$ cat src/rtl/spi_chain_master.sv
// -----------------------------------------------------------------------------
// spi_chain_master
//   SPI mode-0 (CPOL=0, CPHA=0) master, MSB first, 8 bits per byte. It turns a
//   valid/ready byte stream into full-duplex SPI transfers. Chip-select stays
//   low across consecutive bytes until a byte flagged LAST has completed.
//
// Parameters
//   CLK_DIV   SCLK half-period in iCLK cycles (2..255)
//   CS_SETUP  iCLK cycles from CSn falling to the first SCLK low phase (>=1)
//   CS_HOLD   iCLK cycles from the final SCLK fall to CSn rising (>=1)
//
// Ports
//   iCLK, iRESETn          clock, asynchronous active-low reset
//   iTX_DATA/LAST/VALID    byte offer; taken when iTX_VALID && oTX_READY
//   oTX_READY              high only in IDLE and WAIT
//   oRX_DATA, oRX_VALID    received byte, one-cycle valid pulse
//   oBUSY                  high whenever the FSM is not IDLE
//   oSPI_SCLK/MOSI/CSn     SPI outputs (all registered)
//   iSPI_MISO              SPI input (not synchronised; CLK_DIV>=2 gives margin)
// -----------------------------------------------------------------------------
module spi_chain_master #(
    parameter int unsigned CLK_DIV  = 4,
    parameter int unsigned CS_SETUP = 2,
    parameter int unsigned CS_HOLD  = 2
) (
    input  logic       iCLK,
    input  logic       iRESETn,
    input  logic [7:0] iTX_DATA,
    input  logic       iTX_LAST,
    input  logic       iTX_VALID,
    output logic       oTX_READY,
    output logic [7:0] oRX_DATA,
    output logic       oRX_VALID,
    output logic       oBUSY,
    output logic       oSPI_SCLK,
    output logic       oSPI_MOSI,
    input  logic       iSPI_MISO,
    output logic       oSPI_CSn
);

    typedef enum logic [2:0] {
        ST_IDLE,
        ST_SETUP,
        ST_SHIFT,
        ST_WAIT,
        ST_HOLD
    } state_t;

    localparam logic [7:0] DIV_LOAD   = 8'(CLK_DIV - 1);
    localparam logic [7:0] SETUP_LOAD = 8'(CS_SETUP - 1);
    localparam logic [7:0] HOLD_LOAD  = 8'(CS_HOLD - 1);

    state_t     state_q;
    logic [7:0] div_q;
    logic [2:0] bit_q;
    logic [7:0] tx_sh_q;
    logic [7:0] rx_sh_q;
    logic       last_q;
    logic       cs_n_q;
    logic       sclk_q;
    logic       mosi_q;
    logic       ready_q;
    logic       busy_q;
    logic       rx_valid_q;
    logic [7:0] rx_data_q;

    always_ff @(posedge iCLK or negedge iRESETn) begin
        if (!iRESETn) begin
            state_q    <= ST_IDLE;
            div_q      <= '0;
            bit_q      <= '0;
            tx_sh_q    <= '0;
            rx_sh_q    <= '0;
            last_q     <= 1'b0;
            cs_n_q     <= 1'b1;
            sclk_q     <= 1'b0;
            mosi_q     <= 1'b0;
            ready_q    <= 1'b0;
            busy_q     <= 1'b0;
            rx_valid_q <= 1'b0;
            rx_data_q  <= '0;
        end else begin
            rx_valid_q <= 1'b0;
            case (state_q)
                ST_IDLE: begin
                    // ready_q is 0 straight out of reset, so the first cycle
                    // after release never accepts a byte.
                    cs_n_q  <= 1'b1;
                    ready_q <= 1'b1;
                    if (iTX_VALID && ready_q) begin
                        state_q <= ST_SETUP;
                        busy_q  <= 1'b1;
                        ready_q <= 1'b0;
                        cs_n_q  <= 1'b0;
                        mosi_q  <= iTX_DATA[7];
                        tx_sh_q <= iTX_DATA;
                        last_q  <= iTX_LAST;
                        div_q   <= SETUP_LOAD;
                    end
                end

                ST_SETUP: begin
                    if (div_q == '0) begin
                        state_q <= ST_SHIFT;
                        div_q   <= DIV_LOAD;
                        bit_q   <= '0;
                    end else begin
                        div_q <= div_q - 8'd1;
                    end
                end

                ST_SHIFT: begin
                    if (div_q != '0) begin
                        div_q <= div_q - 8'd1;
                    end else begin
                        div_q <= DIV_LOAD;
                        if (!sclk_q) begin
                            // Rising edge: sample MISO at the end of the low phase.
                            sclk_q  <= 1'b1;
                            rx_sh_q <= {rx_sh_q[6:0], iSPI_MISO};
                        end else begin
                            sclk_q <= 1'b0;
                            bit_q  <= bit_q + 3'd1;
                            if (bit_q == 3'd7) begin
                                // Byte complete; the end-of-byte cycle is
                                // already the first HOLD (or WAIT) cycle.
                                rx_data_q  <= rx_sh_q;
                                rx_valid_q <= 1'b1;
                                if (last_q) begin
                                    state_q <= ST_HOLD;
                                    div_q   <= HOLD_LOAD;
                                end else begin
                                    state_q <= ST_WAIT;
                                    ready_q <= 1'b1;
                                end
                            end else begin
                                mosi_q  <= tx_sh_q[6];
                                tx_sh_q <= {tx_sh_q[6:0], 1'b0};
                            end
                        end
                    end
                end

                ST_WAIT: begin
                    if (iTX_VALID && ready_q) begin
                        state_q <= ST_SHIFT;
                        ready_q <= 1'b0;
                        mosi_q  <= iTX_DATA[7];
                        tx_sh_q <= iTX_DATA;
                        last_q  <= iTX_LAST;
                        div_q   <= DIV_LOAD;
                        bit_q   <= '0;
                    end
                end

                ST_HOLD: begin
                    if (div_q == '0) begin
                        state_q <= ST_IDLE;
                        cs_n_q  <= 1'b1;
                        busy_q  <= 1'b0;
                        ready_q <= 1'b1;
                    end else begin
                        div_q <= div_q - 8'd1;
                    end
                end

                default: begin
                    state_q <= ST_IDLE;
                    cs_n_q  <= 1'b1;
                    sclk_q  <= 1'b0;
                    busy_q  <= 1'b0;
                    ready_q <= 1'b0;
                end
            endcase
        end
    end

    assign oTX_READY = ready_q;
    assign oRX_DATA  = rx_data_q;
    assign oRX_VALID = rx_valid_q;
    assign oBUSY     = busy_q;
    assign oSPI_SCLK = sclk_q;
    assign oSPI_MOSI = mosi_q;
    assign oSPI_CSn  = cs_n_q;

endmodule

$ cat config.mk
export PLATFORM = sky130hd
export DESIGN_NAME = spi_chain_master
export DESIGN_NICKNAME = d
export VERILOG_FILES = /design/src/rtl/spi_chain_master.sv
export SDC_FILE = /design/constraint.sdc
export NUM_CORES = 1
export LEC_CHECK = 0
export BUFFER_PORTS_ARGS = -buffer_cell sky130_fd_sc_hd__buf_2
export CAP_MARGIN = 20
export CORE_MARGIN = 5
export CORE_UTILIZATION = 40
export CTS_BUF_LIST = sky130_fd_sc_hd__clkbuf_8
export DETAILED_ROUTE_END_ITERATION = 8
export SYNTH_ARGS = -nofsm -noshare
export SYNTH_HDL_FRONTEND = slang
export SYNTH_SLANG_ARGS = --single-unit
$ cat constraint.sdc
create_clock -name iCLK -period 2.7 [get_ports iCLK]
set_input_delay 0.135 -clock iCLK [delete_from_list [all_inputs] [get_ports iCLK]]
set_output_delay 0.135 -clock iCLK [all_outputs]
set_load 0.05 [all_outputs]
==> impl_metrics.toml <==
[outcome]
outcome = "complete, no violations"

[clock_network]
cts-hold-fix-buffers = 0
path_clk_slew_ns = 0.09
cts_made_buffers = 5
post_cts_resized = 0
ctsLongestPathBuffers = 2
clock_latency_ns = 0.30
cts_max_level = 2
tritoncts = "done"
post_cts_buffers = 0
cts_sinks = 44
root_buffer = "clkbuf_8"

[setup_path]
cp_max_fo = 8
crit_arrival_ns = 2.42
crit_slowest_cell = "dfrtp_1"
worstSetupEndpointType = "register"
startpoint_type = "register"
critical_path.cell_chain = "inv_1 > ha_1 > nor3b_2 > and2_0 > o22ai_2 > a21oi_4 > mux2_2"
cp.required_ns = 2.89
cp_slowest_stage_delay_ns = 0.42
path_class = "reg2reg"

[floorplanning]
die_w_um = 84.5
rows = 27
start_util = 0.408
io_pins = 27
coreArea_um2 = 5440
die_h_um = 84.5
dieArea_um2 = 7140

[logic_synthesis]
ys_warn_count = 0
seq_area_frac_synth = 0.497
synth_nets = 213
synth_xor_area_frac = 0.0237
synth_top_family_by_area = "multiplexers"
ys_ff_latch = 44
postSynthCellCount = 197
syn_area_per_cell_um2 = 11.3
synth_simple_gate_area_frac = 0.122
synth_top_area_cell = "dfrtp_1"
synth_ff_type = "dfrtp_1"
synth_area_leaders = "dfrtp_1 48%, mux2_2 16%, nor2_1 2.9%, xor2_1 2.4%, a21oi_1 2.3%"
synthMuxAreaShare = 0.185
synth_compound_area_frac = 0.122
yosysMostFrequentCell = "dfrtp_1"
synth_edf_count = 0
async_flop_share = 1.00
netlist_area_um2 = 2220
yosys.area.top_type_share = 0.485
synth.distinct_cells = 46
synth_common_cells = "43 x dfrtp_1, 32 x mux2_2, 17 x nor2_1"
synth_adder_area_share = 0.0169

[sta]
finalSetupViolCount = 0
tightest_slew_ns = 0.462
setup_tns_ns = 0
fmax_ghz = 0.450
max-slew-margin-rel = 0.691
hold_viol_final = 0
min_period_ns = 2.22
worst_clock_skew_ns = 0.00520
drv_slew = 0
fin_crit_sh = 0.823
rsz0062_at_grt = "no"

[global_route]
overflow = 0
grt_use_total = 0.131
grt_pass1_wl_mm = 7.62
antenna_found_initial = 0
grt_max_degree = 45
grt_pass1_vias = 1616

[drt]
drt_pass1_iterations = 4
drt-total-wl_mm = 4.23
drc = 0
vias = 1525
drtAntennaViolNets = 0
via_per_inst = 5.03
drtIter0Drc = 93
wl_per_cell_um = 14.0

[min_path]
min_path_type = "in2reg"

[layout]
final_nets = 246
diodes = 0
fillers = 495
final_cells = 303
finish.utilization = 0.478
syn2layout_area_growth_pct = 17.0
drive_above_1_share = 0.368

[place]
placedCellCount = 293
io_buffers = 26
routabilityCongestion = 0.901
dp_hpwl_mm = 3.00

[power]
leakage_nw = 1.23
ir_drop_v = 0.000805
powerDensity_nw_per_um2 = 1090

[job]
drv_cap = 0
## final timing paths
path | endpoint | cells after the start | from | slack [ns]
setup / recovery | tx_sh_q[2]$_DFFE_PN0P_ | 7 | div_q[0]$_DFFE_PN0P_ | 0.48
min in group asynchronous | oTX_READY$_DFFE_PN0P_ | 2 | iRESETn | 0.25
hold / removal | last_q$_DFFE_PN0P_ | 2 | iTX_LAST | 0.06
setup reg to reg | tx_sh_q[2]$_DFFE_PN0P_ | 7 | div_q[0]$_DFFE_PN0P_ | 0.48
max in group asynchronous | last_q$_DFFE_PN0P_ | 3 | iRESETn | 1.98
hold reg to reg | oRX_DATA[6]$_DFFE_PN0P_ | 1 | oRX_DATA[6]$_DFFE_PN0P_ | 0.51
## state kept, by name, indices dropped and copies added (netlist names)
| register | count |
|---|---|
| oTX_READY | 1 |
| bit_q | 3 |
| oSPI_SCLK | 1 |
| last_q | 1 |
| rx_sh_q | 8 |
| tx_sh_q | 7 |
| oRX_DATA | 8 |
| div_q | 8 |
| oRX_VALID | 1 |
| oSPI_CSn | 1 |
| state_q | 3 |
| oBUSY | 1 |
| oSPI_MOSI | 1 |
## layer usage
| layer | global-route usage | routed length, µm |
|---|---|---|
| met1 | 0.178 | 2060 |
| met2 | 0.204 | 1920 |
| met5 | 0 | 0 |
| met3 | 0.0265 | 184 |
| met4 | 0.0561 | 66 |
## per-stage QoR
stage          instance area [µm²]  total power, mW  setup WS (ns)  hold slack (ns)
2_1_floorplan                 2220             2.04          0.594           -0.161
3_3_place_gp                  2450             2.29          0.514            0.362
3_5_place_dp                  2450             2.32          0.465            0.358
4_1_cts                       2570             2.87          0.464           0.0213
5_1_grt                       2600             3.07          0.349           0.0555
6_report                      2600             2.84          0.477           0.0618
## placed cells by master, fill, tap and decap left out, types with 4 or more instances in the layout
cell       n
mux2i_1    4
nand2_1   11
dfrtp_1   43
a21oi_1   10
nor3_1     5
buf_2     26
mux2_2    32
clkbuf_8   5
inv_1     10
nor2_1    17
o21ai_0    8
xor2_1     6
buf_4      6
## cell type report
type / instances / area [µm²] / share of cell area
sequential: 44 / 1100 / 0.424
multi-input combinational: 135 / 1040 / 0.402
timing repair buffer: 34 / 205 / 0.0790
tap: 72 / 90.1 / 0.0347
clock buffer: 5 / 68.8 / 0.0265
clock inverter: 3 / 50.0 / 0.0193
inverter: 10 / 37.5 / 0.0145
## report_power, final
part | internal [mW] | total (mW) | leakage, nW | switching (mW)
combinational | 0.590 | 1.28 | 0.609 | 0.688
sequential | 0.845 | 1.02 | 0.564 | 0.179
clock | 0.285 | 0.537 | 0.0607 | 0.251
## critical path: cells and delay by family (launching register included)
family	cells	cell delay, ns
DFF	1	0.42
muxes	1	0.37
buffers and inverters	1	0.07
and+or+nand+nor	2	0.69
AOI/OAI and AO/OA	2	0.42
adders and majority gates	1	0.15
## kinds of logic (layout without fill, tap and decap cells)
logic type,Yosys count,after routing
mux,37,37
buf+inv,18,52
compound gates,38,38
simple gates,51,51
flops,44,44
xor+xnor,6,6
fa+ha+maj,3,3
(Power assumes the default switching activity.)
